==> config.mk <==
export PLATFORM = sky130hd
export DESIGN_NAME = uart_packet_rx
export DESIGN_NICKNAME = d
export VERILOG_FILES = /design/src/rtl/uart_packet_rx.sv
export SDC_FILE = /design/constraint.sdc
export NUM_CORES = 1
export LEC_CHECK = 0
export BUFFER_PORTS_ARGS = -buffer_cell sky130_fd_sc_hd__buf_2
export CAP_MARGIN = 20
export CORE_MARGIN = 4
export CORE_UTILIZATION = 35
export DETAILED_ROUTE_END_ITERATION = 8
export PLACE_DENSITY = 0.59
export SYNTH_ARGS = -nofsm -noshare
export SYNTH_HDL_FRONTEND = slang
export SYNTH_SLANG_ARGS = --single-unit
==> constraint.sdc <==
create_clock -name ipClk -period 5.3 [get_ports ipClk]
set_clock_uncertainty 0.1 [all_clocks]
set_input_delay 0.265 -clock ipClk [delete_from_list [all_inputs] [get_ports ipClk]]
set_output_delay 0.265 -clock ipClk [all_outputs]
set_load 0.01 [all_outputs]
==> src/rtl/uart_packet_rx.sv <==
// uart_packet_rx: frames raw UART bytes (SYNC, Dest, Src, Len, payload) into a Valid/SoP/EoP stream; payload 1 clock after its strobe, no backpressure.
// Define UART_PACKET_RX_TIMEOUT_EN to abort packets that stall for TIMEOUT_CYCLES idle clocks mid-packet.
module uart_packet_rx #(
   parameter logic [7:0] SYNC_BYTE      = 8'h55,
   parameter int         TIMEOUT_CYCLES = 50000,
   parameter int         ERR_WIDTH      = 8
) (
   input  logic                 ipClk,
   input  logic                 ipReset,
   input  logic [7:0]           ipRxData,
   input  logic                 ipRxValid,
   output logic [7:0]           opRxSource,
   output logic [7:0]           opRxDestination,
   output logic [7:0]           opRxLength,
   output logic [7:0]           opRxData,
   output logic                 opRxValid,
   output logic                 opRxSoP,
   output logic                 opRxEoP,
   output logic                 opRxAbort,
   output logic [ERR_WIDTH-1:0] opErrCount
);

   typedef enum logic [2:0] {IDLE, DEST, SRC, LEN, DATA} state_t;

   state_t     state;
   logic [7:0] remaining;
   logic       firstByte;

   if (TIMEOUT_CYCLES < 2 || ERR_WIDTH < 1) begin : gParamCheck
      $error("uart_packet_rx: TIMEOUT_CYCLES must be >= 2 and ERR_WIDTH >= 1");
   end

   function automatic logic [ERR_WIDTH-1:0] satInc(input logic [ERR_WIDTH-1:0] v);
      return (&v) ? v : v + 1'b1;
   endfunction

`ifdef UART_PACKET_RX_TIMEOUT_EN
   localparam int TW = $clog2(TIMEOUT_CYCLES);
   localparam logic [TW-1:0] TimeoutLast = TW'(TIMEOUT_CYCLES - 1);

   logic [TW-1:0] timeoutCnt;
`else
   assign opRxAbort = 1'b0;
`endif

   always_ff @(posedge ipClk) begin
      if (ipReset) begin
         state           <= IDLE;
         remaining       <= '0;
         firstByte       <= 1'b0;
         opRxSource      <= '0;
         opRxDestination <= '0;
         opRxLength      <= '0;
         opRxData        <= '0;
         opRxValid       <= 1'b0;
         opRxSoP         <= 1'b0;
         opRxEoP         <= 1'b0;
         opErrCount      <= '0;
`ifdef UART_PACKET_RX_TIMEOUT_EN
         opRxAbort       <= 1'b0;
         timeoutCnt      <= '0;
`endif
      end else begin
         opRxValid <= 1'b0;
         opRxSoP   <= 1'b0;
         opRxEoP   <= 1'b0;
`ifdef UART_PACKET_RX_TIMEOUT_EN
         opRxAbort <= 1'b0;
         // Counts only idle clocks inside a packet; any byte restarts the window.
         if (state == IDLE || ipRxValid) timeoutCnt <= '0;
         else                            timeoutCnt <= timeoutCnt + 1'b1;
`endif
         if (ipRxValid) begin
            case (state)
               IDLE: begin
                  if (ipRxData == SYNC_BYTE) state <= DEST;
               end
               DEST: begin
                  opRxDestination <= ipRxData;
                  state           <= SRC;
               end
               SRC: begin
                  opRxSource <= ipRxData;
                  state      <= LEN;
               end
               LEN: begin
                  opRxLength <= ipRxData;
                  remaining  <= ipRxData;
                  firstByte  <= 1'b1;
                  if (ipRxData == 8'd0) begin
                     opErrCount <= satInc(opErrCount);
                     state      <= IDLE;
                  end else begin
                     state <= DATA;
                  end
               end
               DATA: begin
                  // Sync-valued bytes here are payload; exit happens at remaining==1 so it never wraps.
                  opRxValid <= 1'b1;
                  opRxData  <= ipRxData;
                  opRxSoP   <= firstByte;
                  opRxEoP   <= (remaining == 8'd1);
                  firstByte <= 1'b0;
                  remaining <= remaining - 8'd1;
                  if (remaining == 8'd1) state <= IDLE;
               end
               default: state <= IDLE;
            endcase
         end
`ifdef UART_PACKET_RX_TIMEOUT_EN
         else if (state != IDLE && timeoutCnt == TimeoutLast) begin
            opRxAbort  <= 1'b1;
            opErrCount <= satInc(opErrCount);
            state      <= IDLE;
            timeoutCnt <= '0;
         end
`endif
      end
   end

endmodule

==> results_dict.tcl <==
set metrics [dict create \
    hold_ws_ns 0.157 \
    ant_nets 0 \
    grt_pass1_vias 1904 \
    r2r_setup_slack_ns 2.90 \
    met3WireLength_um 430 \
    power_leakage_nw 1.04 \
    seqCellArea_um2 1100 \
    worst_pin_slew_ns 1.01 \
    rsz0062_at_grt "no" \
    p_int_mw 0.529 \
    worstPathRequired_ns 5.40 \
    netlist_instances 269 \
    power.density_nw_per_um2 251 \
    hold_path.class "in2reg" \
    cts_tree "built" \
    swShare_pct 23.8 \
    ys_types 46 \
    slew_headroom_pct 32.9 \
    whs_path_depth 2 \
    drive_gt1_share_pct 22.9 \
    hold_path_end "state[2]" \
    hold_viol 0 \
    syn_nets 283 \
    status "finished clean" \
    crit_path_cell_trace "and4b_1 > nand3_2 > nor4b_1 > mux2_2" \
    die_area_um2 8150 \
    hold_buffers 0 \
    worstPathArrival_ns 2.50 \
    maxCapViolCount 0 \
    initial_core_util_pct 36.7 \
    max_freq_ghz 0.417 \
    worstSetupPathType "reg2reg" \
    synth_enable_flop_cells 0 \
    fillers 661 \
    met1_length_mm 2.57 \
    cp_top_family "simple AND/OR/NAND/NOR gates" \
    multi_input_area_um2 1180 \
    routed_wl_mm 5.63 \
    wl_per_cell_um 14.4 \
    finalNetCount 327 \
    top_layer "met4" \
    synth-seq-cells 55 \
    layout_min_cycle_time_ns 2.40 \
    gp_congestion 0.772 \
    antenna_found_initial 0 \
    fin_setup_tns_ns 0 \
    cts-root-buf "clkbuf_8" \
    clk_pin_slew_worst_paths_ns 0.10 \
    dp_hpwl_mm 3.87 \
    insertion_delay_ns 0.31 \
    cts_buffers 5 \
    cts.path.max_buffers 2 \
    cts_resized 0 \
    io_buffers 53 \
    p_sw_mw 0.165 \
    drc 0 \
    clkPwrFrac_pct 37.1 \
    io_pins 55 \
    grt_util_all_layers_pct 14.1 \
    setup_viol 0 \
    vias 2062 \
    path_max_fanout 15 \
    reg2reg_from "state[0]" \
    synth_area_um2 2370 \
    dr.first_iter.drc_count 106 \
    cts_htree_levels 2 \
    post-cts-setup-buffers 0 \
    pre_cts_slack_ns 2.89 \
    setup_ws_ns 2.90 \
    die_h_um 90.3 \
    synth_flop_cell "dfxtp_1" \
    coreArea_um2 6460 \
    peakVddDrop_uv 135 \
    die_w_um 90.3 \
    power.share.combinational_pct 3.4 \
    yosysWarningCount 0 \
    ys_async_sr_fraction_pct 0 \
    seq_area_frac_synth_pct 46.4 \
    cp_num_buf_inv 0 \
    drt-pass1-iter-count 4 \
    p_seq_share_pct 59.5 \
    final_max_slew_viol_count 0 \
    syn_avg_cell_area_um2 8.81 \
    grt_pass1_wl_mm 9.44 \
    cpPeakStageDelay_ns 0.61 \
    min_period_over_period_pct 45.2 \
    r2r-end "opErrCount[4]" \
    rr_worst_depth 4 \
    wl_met2_mm 2.58 \
    antenna_cells 0 \
    grt_max_degree 58 \
    start_kind "flop" \
    crit_slowest_cell "and4b_1" \
    num_rows 29 \
    gr-total-overflow 0 \
    clock-sinks 55 \
    syn_to_final_growth_pct 16.6 \
    viasPerCell 5.27 \
    endpoint_kind "flop" \
    min_from "ipRxValid" \
]
## synthesized netlist by cell type, types with 3 or more instances
library cell	number	area share, %
nand2b_1	4	1.1
ha_1	3	1.6
nor3b_1	5	1.6
nand3_1	5	1.1
or4_1	3	0.95
clkbuf_1	10	1.6
buf_2	6	1.3
mux2i_1	17	7.2
nand4_1	3	0.79
nand2_1	40	6.3
nor2_1	31	4.9
dfxtp_1	55	46
a211oi_1	3	0.95
o21ai_0	11	2.3
a21oi_1	30	6.3
## how the worst max path moves through the flow
stage | start | end | cells after the start
3_5_place_dp | state[0] | opErrCount[4] | 4
6_report | state[0] | opErrCount[4] | 4
5_1_grt | state[0] | opErrCount[4] | 4
2_1_floorplan | ipRxValid | opErrCount[4] | 7
3_3_place_gp | state[0] | opErrCount[4] | 4
4_1_cts | state[0] | opErrCount[4] | 4
## final cells by class
type | count | share of cell area [%]
Clock inverter | 2 | 0.724
Tap cell | 77 | 3.49
Multi-Input combinational cell | 194 | 42.6
Inverter | 2 | 0.272
Clock buffer | 6 | 2.99
Timing Repair Buffer | 55 | 10.1
Sequential cell | 55 | 39.8
## flip-flops by register name (all words and copies together) (netlist names)
name	cells
opErrCount	8
opRxValid	1
opRxLength	8
state	3
firstByte	1
opRxEoP	1
opRxData	8
remaining	8
opRxSoP	1
opRxDestination	8
opRxSource	8
## layer usage
| metal | vias to the layer above | global-route usage [%] |
|---|---|---|
| met5 | - | 0 |
| met4 | 0 | 3.83 |
| met3 | 4 | 4.75 |
| met2 | 61 | 23.3 |
| met1 | 964 | 17.5 |
| li1 | 1033 | - |
## through the flow
step	utilization [%]	instance area (um^2)	std cells	total power [mW]
2_1_floorplan	-	2370	269	0.434
3_3_place_gp	41.2	2660	383	0.446
3_5_place_dp	41.2	2660	383	0.447
4_1_cts	42.8	2760	391	0.704
5_1_grt	42.8	2760	391	0.721
6_report	42.8	2760	391	0.694
## cells in the final DEF (no fill, tap or decap), drive strengths merged, types with 4 or more instances in the layout
master / n
dfxtp: 55
buf: 55
nand2: 40
nor2: 31
a21oi: 30
mux2i: 17
o21ai: 11
clkbuf: 6
nor3b: 6
nand3: 6
nand2b: 4
nor4: 4
## power groups by stage
stage | Clock (mW) | Sequential (mW) | Combinational, mW
floorplan | 0 | 0.423 | 0.0110
global placement | 0 | 0.423 | 0.0238
detailed placement | 0 | 0.423 | 0.0238
CTS | 0.267 | 0.413 | 0.0238
global route | 0.281 | 0.413 | 0.0257
finish | 0.257 | 0.413 | 0.0236
## logic make-up after synthesis
logic type / after synthesis / share of synthesized area, %
other: 1 / 0.158
AO/OA/AOI/OAI: 57 / 14.2
multiplexers: 19 / 8.13
buffers and inverters: 20 / 3.96
AND/OR/NAND/NOR: 114 / 25.5
adder cells (fa/ha/maj): 3 / 1.58
flip-flops: 55 / 46.4
Power figures use the tool's default switching activity.
